File: src/rtl/pc_fetch_unit.sv
// Fetch-stage PC unit: issues fetch addresses to a multi-cycle instruction memory,
// applies exception/eret/branch redirects and drives the F/D boundary register.
module pc_fetch_unit #(
  parameter int unsigned       ADDR_W     = 32,
  parameter logic [ADDR_W-1:0] RESET_PC   = 32'h0000_3000,
  parameter logic [ADDR_W-1:0] EXC_VECTOR = 32'h0000_4180,
  parameter logic [ADDR_W-1:0] IMEM_LO    = 32'h0000_3000,
  parameter logic [ADDR_W-1:0] IMEM_HI    = 32'h0000_6ffc
) (
  input  logic              i_clk,
  input  logic              i_reset,       // active-low, asynchronous
  input  logic              i_stall,
  input  logic              i_exc_req,
  input  logic              i_eret,
  input  logic [ADDR_W-1:0] i_epc,
  input  logic              i_br_valid,
  input  logic [ADDR_W-1:0] i_br_target,
  output logic              o_imem_req,
  output logic [ADDR_W-1:0] o_imem_addr,
  input  logic              i_imem_ack,
  input  logic [ADDR_W-1:0] i_imem_rdata,
  output logic              o_instr_valid,
  output logic [ADDR_W-1:0] o_instr,
  output logic [ADDR_W-1:0] o_pc_f,
  output logic              o_adel
);

  localparam logic [ADDR_W-1:0] WORD_MASK = {{(ADDR_W-2){1'b1}}, 2'b00};
  localparam logic [ADDR_W-1:0] PC_STEP   = {{(ADDR_W-3){1'b0}}, 3'b100};

  typedef enum logic [1:0] {
    S_IDLE = 2'd0,
    S_BUSY = 2'd1,
    S_DROP = 2'd2,
    S_ERR  = 2'd3
  } state_t;

  state_t            r_state;
  state_t            w_state_next;
  logic [ADDR_W-1:0] r_pc;
  logic [ADDR_W-1:0] w_pc_next;
  logic [ADDR_W-1:0] r_imem_addr;
  logic [ADDR_W-1:0] w_imem_addr_next;
  logic              r_instr_valid;
  logic              w_instr_valid_next;
  logic [ADDR_W-1:0] r_instr;
  logic [ADDR_W-1:0] w_instr_next;
  logic [ADDR_W-1:0] r_pc_f;
  logic [ADDR_W-1:0] w_pc_f_next;
  logic              r_adel;
  logic              w_adel_next;

  logic              w_redirect;
  logic [ADDR_W-1:0] w_target;
  logic              w_pc_bad;
  logic              w_can_issue;
  logic              w_consume;

  assign w_redirect  = i_exc_req | i_eret | i_br_valid;
  assign w_pc_bad    = (r_pc[1:0] != 2'b00) || (r_pc < IMEM_LO) || (r_pc > IMEM_HI);
  assign w_can_issue = !r_instr_valid || !i_stall;
  assign w_consume   = r_instr_valid && !i_stall;

  always_comb begin
    w_target = i_br_target;
    if (i_exc_req) begin
      w_target = EXC_VECTOR;
    end else if (i_eret) begin
      w_target = i_epc & WORD_MASK;
    end
  end

  always_ff @(posedge i_clk or negedge i_reset) begin
    if (!i_reset) begin
      r_state <= S_IDLE;
    end else begin
      r_state <= w_state_next;
    end
  end

  always_comb begin
    w_state_next = r_state;
    case (r_state)
      S_IDLE: begin
        if (!w_redirect && w_can_issue) begin
          w_state_next = w_pc_bad ? S_ERR : S_BUSY;
        end
      end
      S_BUSY: begin
        if (i_imem_ack) begin
          w_state_next = S_IDLE;
        end else if (w_redirect) begin
          w_state_next = S_DROP;
        end
      end
      S_DROP: begin
        if (i_imem_ack) begin
          w_state_next = S_IDLE;
        end
      end
      S_ERR: begin
        if (w_redirect) begin
          w_state_next = S_IDLE;
        end
      end
      default: w_state_next = S_IDLE;
    endcase
  end

  // The faulting entry in ERR is held even without stall; everything else is consumed.
  always_comb begin
    w_pc_next          = r_pc;
    w_imem_addr_next   = r_imem_addr;
    w_instr_valid_next = r_instr_valid && !(w_consume && (r_state != S_ERR));
    w_instr_next       = r_instr;
    w_pc_f_next        = r_pc_f;
    w_adel_next        = r_adel;

    if (w_redirect) begin
      w_pc_next          = w_target;
      w_instr_valid_next = 1'b0;
      w_adel_next        = 1'b0;
    end else begin
      case (r_state)
        S_IDLE: begin
          if (w_can_issue) begin
            if (w_pc_bad) begin
              w_instr_valid_next = 1'b1;
              w_instr_next       = '0;
              w_pc_f_next        = r_pc;
              w_adel_next        = 1'b1;
            end else begin
              w_imem_addr_next   = r_pc;
            end
          end
        end
        S_BUSY: begin
          if (i_imem_ack) begin
            w_instr_valid_next = 1'b1;
            w_instr_next       = i_imem_rdata;
            w_pc_f_next        = r_imem_addr;
            w_adel_next        = 1'b0;
            w_pc_next          = r_imem_addr + PC_STEP;
          end
        end
        default: ;
      endcase
    end
  end

  always_ff @(posedge i_clk or negedge i_reset) begin
    if (!i_reset) begin
      r_pc          <= RESET_PC;
      r_imem_addr   <= RESET_PC;
      r_instr_valid <= 1'b0;
      r_instr       <= '0;
      r_pc_f        <= RESET_PC;
      r_adel        <= 1'b0;
    end else begin
      r_pc          <= w_pc_next;
      r_imem_addr   <= w_imem_addr_next;
      r_instr_valid <= w_instr_valid_next;
      r_instr       <= w_instr_next;
      r_pc_f        <= w_pc_f_next;
      r_adel        <= w_adel_next;
    end
  end

  assign o_imem_req    = (r_state == S_BUSY) || (r_state == S_DROP);
  assign o_imem_addr   = r_imem_addr;
  assign o_instr_valid = r_instr_valid;
  assign o_instr       = r_instr;
  assign o_pc_f        = r_pc_f;
  assign o_adel        = r_adel;

endmodule

File: config.mk
export PLATFORM = sky130hd
export DESIGN_NAME = pc_fetch_unit
export DESIGN_NICKNAME = d
export VERILOG_FILES = /design/src/rtl/pc_fetch_unit.sv
export SDC_FILE = /design/constraint.sdc
export NUM_CORES = 1
export LEC_CHECK = 0
export CORE_MARGIN = 5
export CORE_UTILIZATION = 47
export DETAILED_ROUTE_END_ITERATION = 8
export GPL_TIMING_DRIVEN = 0
export PLACE_DENSITY = 0.86
export SYNTH_ARGS = -nofsm -noshare
export SYNTH_HDL_FRONTEND = slang
export SYNTH_SLANG_ARGS = --single-unit
File: constraint.sdc
create_clock -name i_clk -period 2.58 [get_ports i_clk]
set_input_delay 0.516 -clock i_clk [delete_from_list [all_inputs] [get_ports i_clk]]
set_output_delay 0.516 -clock i_clk [all_outputs]
set_load 0.02 [all_outputs]
* Word-level counts from Yosys, hierarchy flattened *
Cells that the tools add are included.

storage, ports and cells
  register bits after elaboration = 132
  input bits = 103
  output and inout bits = 99
  logic and storage cells = 80

operators by class
  add/subtract/negate cells = 1
  $lt $le $gt $ge = 2
  equality and inequality tests = 13
  muxes and demuxes = 30
  bitwise operators = 4
  reductions and logical operators = 23

operators with widths
  cell                                                                               number
  32-bit 2-to-1 mux                                                                  11
  32-bit case mux with 2 select lines                                                2
  32-bit by 3-bit adder with 32-bit output, second input constant                    1
  32-bit by 15-bit greater-than comparator with 1-bit output, second input constant  1
  32-bit by 14-bit less-than comparator with 1-bit output, second input constant     1
  2-bit inequality test, second input constant                                       7
  2-bit 2-to-1 mux                                                                   6
  4-bit AND reduction                                                                3
  3-bit inequality test, second input constant                                       3
  1-bit 2-to-1 mux                                                                   8
  2-bit case mux with 4 select lines                                                 1
  2-bit nonzero test                                                                 4
  5-bit AND reduction                                                                1
  2-bit equality test, second input constant                                         2
  1-bit logical AND                                                                  4
  1-bit logical NOT                                                                  4
  1-bit logical OR                                                                   4
  1-bit case mux with 2 select lines                                                 2
  3-bit nonzero test                                                                 1
  2-bit by 1-bit equality test with 1-bit output, second input constant              1
  2-bit logical NOT                                                                  1
  1-bit inverter                                                                     2
  1-bit OR                                                                           2
  2-bit AND reduction                                                                1

* Logic depth before layout (Yosys ltp) *
Gate-level depths: netlist of the first run.

  word-level depth = 9
  mapped depth = 10
  depth with buffers taken out = 7

* Worst setup path after synthesis of the first run *
No wires, ideal clock.

  path kind = input to register
  start point = input port i_exc_req
  end point = register r_imem_addr[14], in the netlist o_imem_addr[14]
  library setup time = 0.125 ns
  arrival = 2.063 ns
  data required time = 2.455 ns
  setup slack = 0.392 ns
  cell stages on the path = 6
  path buffers = 2
  path through = buf_4 > nor3_4 > nand2_1 > nor3_2 > clkbuf_1 > mux2_2

on the way
  cells in the longest elaborated chain, start to end = 4

RTL lines
  item                           RTL line  RTL
  start, declared                13        input logic i_exc_req,
  1-bit OR (2 in a row)          59        assign w_redirect = i_exc_req | i_eret | i_br_valid;
  1-bit inverter (no line)       --
  4-bit AND reduction (no line)  --
  end signal, assigned           161       r_imem_addr <= w_imem_addr_next;
  end, declared                  42        logic [ADDR_W-1:0] r_imem_addr;

Every way passes these cells.
A chain may end at the register's enable or synchronous reset.

* Worst setup path after layout of the first run *
  start point = register r_state[1]
  end point = register r_pc[25]

on the way
  cells in the longest elaborated chain, start to end = 3

RTL lines
  item                                            RTL line  RTL
  start, declared                                 38        state_t r_state;
  start signal, assigned                          77        r_state <= w_state_next;
  2-bit by 1-bit equality test with 1-bit output  124       case (r_state)
  2-bit nonzero test (no line)                    --
  2-bit AND reduction (no line)                   --
  end signal, assigned                            160       r_pc <= w_pc_next;
  end, declared                                   40        logic [ADDR_W-1:0] r_pc;

Every way passes these cells.

==> flow_summary.json, run 1 <==
{
  "outcome": "complete, no violations",
  "mostFrequentLayoutCell": "clkdlybuf4s50_1",
  "die_x_um": 128,
  "vias_per_cell": 5.69,
  "arrival_ps": 2810,
  "synth_edf_count": 0,
  "slew_headroom_pct": 49.5,
  "dp_slack_ps": -167,
  "cp-end-kind": "flop",
  "fin_area_mm2": 0.00928,
  "gp_routability_congestion": 0.934,
  "switching_power_w": 0.00274,
  "rsz0062_at_grt": "no",
  "p_per_area_mw_per_mm2": 859,
  "postCtsSetupBuffers": 0,
  "hpwl_um": 15200,
  "syn_area_mm2": 0.00649,
  "clk_pin_slew_worst_paths_ps": 50,
  "final_cell_mix": "clkdlybuf4s50_1, nand2_1, dfrtp_1",
  "ios": 202,
  "crit_start": "r_state[1]",
  "postCtsHoldBufs": 0,
  "vias": 6196,
  "rows": 43,
  "ys_types": 50,
  "syn_avg_cell_area_um2": 9.55,
  "port_buffers": 196,
  "ys_seq_elements": 132,
  "combPwrFrac_pct": 36.8,
  "cts_buffer_depth": 2,
  "placedInstanceArea_mm2": 0.00871,
  "hold_class": "in2async",
  "pwr-share-seq_pct": 35.8,
  "core_mm2": 0.0137,
  "wl_per_cell_um": 19.2,
  "cts_tree": "yes",
  "final_nets": 1003,
  "antenna_found_initial": 1,
  "cp.required_ps": 2890,
  "r2r_end": "r_pc[25]",
  "first_pass_iters": 5,
  "grt_max_degree": 76,
  "worstMarginPinSlew_ps": 751,
  "fmax_mhz": 399,
  "overflow": 0,
  "clockPowerShare_pct": 27.4,
  "grt_pass1_vias": 6020,
  "drive_gt1_share_pct": 8.04,
  "post_cts_resized": 6,
  "r2r_start": "r_state[1]",
  "worstSetupStartpointType": "flop",
  "ir_drop_mv": 0.453,
  "synthArstFlopShare_pct": 100,
  "cellLeakagePower_nw": 3.83,
  "htreeDepth": 4,
  "finalHoldViolations": 0,
  "syn2layout_area_growth_pct": 42.9,
  "holdWs_ps": 64.1,
  "numCtsBuffers": 17,
  "synthFlopType": "dfrtp_1",
  "fin_skew_ps": 6.73,
  "die_area_mm2": 0.0163,
  "routed_wirelength_um": 20900,
  "grt_usage_pct": 25.7,
  "swShare_pct": 34.4,
  "start_util_pct": 47.3,
  "drv_cap": 0,
  "drcViolationCount": 0,
  "drt-initial-drc-count": 661,
  "detail-route-antenna-nets": 0,
  "synth_nets": 788,
  "fin_ws_ps": 72.5,
  "p_int_w": 0.00524,
  "yosys_warnings": 0,
  "setup_violations": 0,
  "p_total_w": 0.00798,
  "crit_type": "reg2reg",
  "finalCriticalPeriod_ps": 2510,
  "die-height_um": 128,
  "finalCritPeriodShare_pct": 97.2,
  "r2r_cells": 7,
  "reg2reg_slack_ps": 70,
  "drv_slew": 0,
  "grt_pass1_wl_um": 32800,
  "syn_inst": 680,
  "cp-endpoint": "r_pc[25]",
  "path_max_fanout": 10,
  "clockRootBuffer": "clkbuf_16",
  "cts_sinks": 132,
  "yosysSeqAreaShare_pct": 51.0,
  "clock_latency_ps": 420
}
## sequential cells by signal (all words and copies together), names as in the netlist
register / count
o_imem_addr: 32
o_adel: 1
r_pc: 32
o_instr: 32
r_state: 2
o_pc_f: 32
o_instr_valid: 1
## cells by family (layout without fill, tap and decap cells)
family | Yosys count | after routing | share of synthesized area (%)
simple gates | 246 | 246 | 17.7
compound gates | 160 | 160 | 14.8
flops | 132 | 132 | 51.0
buf+inv | 57 | 285 | 3.49
mux | 53 | 53 | 8.42
xor+xnor | 27 | 27 | 3.64
fa+ha+maj | 5 | 5 | 0.963
other cells | 0 | 1 | 0
## per-layer routing
| metal | global-route usage (%) | vias up | part of all wire (%) |
|---|---|---|---|
| met3 | 6.31 | 64 | 9.5 |
| met2 | 40.9 | 377 | 48 |
| met4 | 11.7 | 0 | 3.5 |
| li1 | - | 2837 | - |
| met5 | 0 | - | 0 |
| met1 | 33.1 | 2918 | 39 |
## per-stage QoR
step                      TNS [ps]  cells  util, %
after floorplan                  0    680        -
after global placement     -540170   1056     63.3
after detailed placement     -1260   1057     63.5
after CTS                        0   1089     67.5
after global routing             0   1089     67.7
final                            0   1089     67.7
## area by class of cell
cell class                      instances  area [um^2]
Buffer                                 47          209
Timing Repair Buffer                  197         1990
Antenna cell                            1         2.50
Clock inverter                          4         20.0
Sequential cell                       132         3310
Multi-Input combinational cell        491         2970
Tap cell                              180          225
Clock buffer                           28          517
Inverter                                9         33.8
Fill cell                            1082         4440
## worst min path at each step
stage                  to  slack, ps  cells after the start        from
5_1_grt         o_pc_f[9]        110                      1     i_reset
4_1_cts         o_pc_f[9]         80                      1     i_reset
3_3_place_gp   o_instr[9]        460                      2  o_instr[9]
3_5_place_dp   o_instr[4]        470                      2  o_instr[4]
6_report        o_pc_f[9]         60                      1     i_reset
2_1_floorplan      o_adel        220                      0     i_reset
## synthesized netlist by cell type (2+ instances only)
master / count / area (um^2)
nor2_1: 34 / 128
nand3_1: 19 / 95.1
mux2_2: 13 / 146
nor4b_1: 2 / 17.5
o211ai_1: 3 / 22.5
or3_1: 2 / 12.5
nor2b_1: 20 / 125
o21ai_0: 77 / 385
dfstp_2: 6 / 158
buf_2: 7 / 35.0
xor2_1: 17 / 149
o22ai_1: 6 / 37.5
a22oi_1: 16 / 120
and4_1: 2 / 17.5
o221ai_1: 11 / 96.3
inv_1: 9 / 33.8
dfrtp_1: 126 / 3150
a21oi_1: 24 / 120
clkbuf_1: 35 / 131
buf_1: 5 / 18.8
o22a_1: 5 / 43.8
nand2b_1: 2 / 12.5
xnor2_1: 10 / 87.6
a31oi_1: 6 / 37.5
nor3_1: 7 / 35.0
a22o_1: 2 / 17.5
and2_1: 3 / 18.8
a211oi_1: 2 / 15.0
nor4_2: 2 / 25.0
nand2_1: 130 / 488
nand4_1: 9 / 56.3
ha_1: 5 / 62.6
mux2i_1: 40 / 400
nor4_1: 7 / 43.8
## worst max-delay path: stages, from the launching register on
cell and delay (ps):
dfrtp_1 430, inv_1 110, ha_1 250, and2_1 150
clkbuf_1 310, clkbuf_1 420, nand2_1 370, o221ai_1 350
## power groups by stage
stage               registers (W)  logic [W]  clock network [W]
floorplan                 0.00335    0.00101                  0
global placement          0.00286    0.00286                  0
detailed placement        0.00288    0.00292                  0
CTS                       0.00285    0.00294            0.00221
global route              0.00293    0.00314            0.00231
finish                    0.00286    0.00294            0.00218
(Power assumes the default switching activity.)
==> run 2, diff against run 1 <==
Settings changed: GPL_ROUTABILITY_DRIVEN set to 0, SETUP_SLACK_MARGIN set to 0.4.
==> run 2 against run 1 <==
Critical path depth unchanged. Non-clock buffer count up 23. Worst hold slack worse by 51 ps. Largest cell class unchanged. Worst setup slack better by 340 ps. Via count up 3.5%. First-iteration DRC count down 2.1%.
==> flow_summary.json, run 2 (synthesized netlist as in run 1, its figures left out) <==
{
  "final_nets": 1026,
  "cts_buffer_depth": 2,
  "p_per_area_mw_per_mm2": 864,
  "hpwl_um": 15100,
  "antenna_found_initial": 0,
  "clock_latency_ps": 420,
  "pwr-share-seq_pct": 34.4,
  "port_buffers": 196,
  "final_cell_mix": "clkdlybuf4s50_1, nand2_1, dfrtp_1",
  "worstMarginPinSlew_ps": 704,
  "drive_gt1_share_pct": 12.5,
  "clk_pin_slew_worst_paths_ps": 60,
  "die_x_um": 128,
  "dp_slack_ps": -75.1,
  "instances_no_fill": 1111,
  "placedInstanceArea_mm2": 0.00871,
  "n_antenna_cell": 0,
  "clockRootBuffer": "clkbuf_16",
  "syn2layout_area_growth_pct": 48.2,
  "vias": 6412,
  "combPwrFrac_pct": 37.7,
  "start_util_pct": 47.3,
  "grt_pass1_vias": 6253,
  "rows": 43,
  "grt_most_used_layer": "met2",
  "finalCritPeriodShare_pct": 83.9,
  "path_max_fanout": 7,
  "wl_per_cell_um": 19.6,
  "core_mm2": 0.0137,
  "cp-end-kind": "flop",
  "vias_per_cell": 5.77,
  "fin_area_mm2": 0.00962,
  "setup_violations": 0,
  "r2r_start": "o_imem_addr[3]",
  "cp.required_ps": 2850,
  "detail-route-antenna-nets": 0,
  "numCtsBuffers": 17,
  "grt_util_met3_pct": 7.23,
  "swShare_pct": 34.0,
  "drcViolationCount": 0,
  "htreeDepth": 4,
  "ir_drop_mv": 0.475,
  "grt_use_met2_pct": 42.3,
  "grt_max_degree": 90,
  "routed_wirelength_um": 21800,
  "hold_class": "in2async",
  "grt_pass1_wl_um": 33500,
  "drv_slew": 0,
  "cts_tree": "yes",
  "crit_type": "reg2reg",
  "drt-initial-drc-count": 647,
  "die_area_mm2": 0.0163,
  "mostFrequentLayoutCell": "clkdlybuf4s50_1",
  "worstSetupStartpointType": "flop",
  "p_int_w": 0.00548,
  "first_pass_iters": 7,
  "cellLeakagePower_nw": 4.06,
  "die-height_um": 128,
  "r2r_end": "r_pc[26]",
  "clockPowerShare_pct": 28.0,
  "cts_sinks": 132,
  "outcome": "complete, no violations",
  "switching_power_w": 0.00283,
  "ios": 202,
  "path_cells": "ha_1 > clkbuf_4 > inv_1 > or4_4 > nor4_1 > xnor2_1 > o221ai_1",
  "setup_tns_ps": 0,
  "num-fill-cells": 968,
  "fmax_mhz": 462,
  "placedCellCount": 1057,
  "drv_cap": 0,
  "arrival_ps": 2440,
  "rsz0062_at_grt": "yes",
  "grt_usage_pct": 26.3,
  "grtUsageMet1_pct": 34.0,
  "reg2reg_slack_ps": 410,
  "cp_slowest_stage_delay_ps": 570,
  "fin_skew_ps": 6.74,
  "finalCriticalPeriod_ps": 2170,
  "slew_headroom_pct": 53.1,
  "finalHoldViolations": 0,
  "cp_slowest_cell": "or4_4",
  "overflow": 0,
  "r2r_cells": 7,
  "fin_ws_ps": 415
}
[run 2: changes by cell type in the layout (fill, tap and decap cells not counted), sizes merged]
cell           delta
buf              +25
dlygate4sd2       +2
dlymetal6s2s      +1
clkbuf            -1
bufinv            +1
clkinv            -2
diode             -1
clkdlybuf4s50     -3
[run 2: per-layer routing]
metal	vias up	share of wire, %
met5	-	0
li1	2889	-
met4	0	3.7
met1	3061	38
met2	387	48
met3	75	11
[run 2: power groups by stage]
stage / Clock [W] / Sequential [W] / Combinational (W)
after floorplan: 0 / 0.00335 / 0.00101
after global placement: 0 / 0.00286 / 0.00286
after detailed placement: 0 / 0.00288 / 0.00292
after CTS: 0.00234 / 0.00286 / 0.00300
after global routing: 0.00244 / 0.00293 / 0.00335
final: 0.00232 / 0.00286 / 0.00313
[run 2: cell type report]
cell class              count  area [um^2]  area share (%)
plain buffers              48          268            2.78
multi-input cells         491         3040            31.6
inverters                   9         36.3           0.377
clock inverters             3         40.0           0.416
flip-flops and latches    132         3310            34.4
repair buffers            219         2170            22.5
well taps                 180          225            2.34
clock buffers              29          531            5.51
[run 2: worst max-delay path: cells and delay by family (launching register included)]
family,cells,cell delay [ps]
AO/OA/AOI/OAI,1,130
AND/OR/NAND/NOR,2,830
adder cells (fa/ha/maj),1,180
flip-flops,1,400
XOR/XNOR,1,160
buffers and inverters,2,310
[run 2: worst max path at each step]
stage	startpoint	to	slack, ps	cells after the start
after CTS	r_state[1]	o_instr[19]	390	10
after floorplan	o_imem_addr[2]	r_pc[24]	400	7
after detailed placement	i_imem_ack	r_pc[25]	-80	6
after global routing	r_state[1]	o_pc_f[1]	280	9
final	o_imem_addr[3]	r_pc[26]	410	7
after global placement	i_reset	o_instr[10]	-4190	1
[run 2: timing repair]
item,in CTS,in global routing
gates resized for setup,42,31
gates cloned,1,0
hold buffers,0,0
setup buffers,10,11
endpoints found under the setup margin,114,102
pin swaps,2,4
[run 2: per-stage QoR]
stage | hold WS [ps] | util, % | power (W)
after CTS | 24.4 | 68.9 | 0.00819
after detailed placement | 465 | 63.5 | 0.00580
after floorplan | 220 | - | 0.00437
after global routing | 36.7 | 70.1 | 0.00872
final | 13.4 | 70.1 | 0.00831
after global placement | 460 | 63.3 | 0.00572
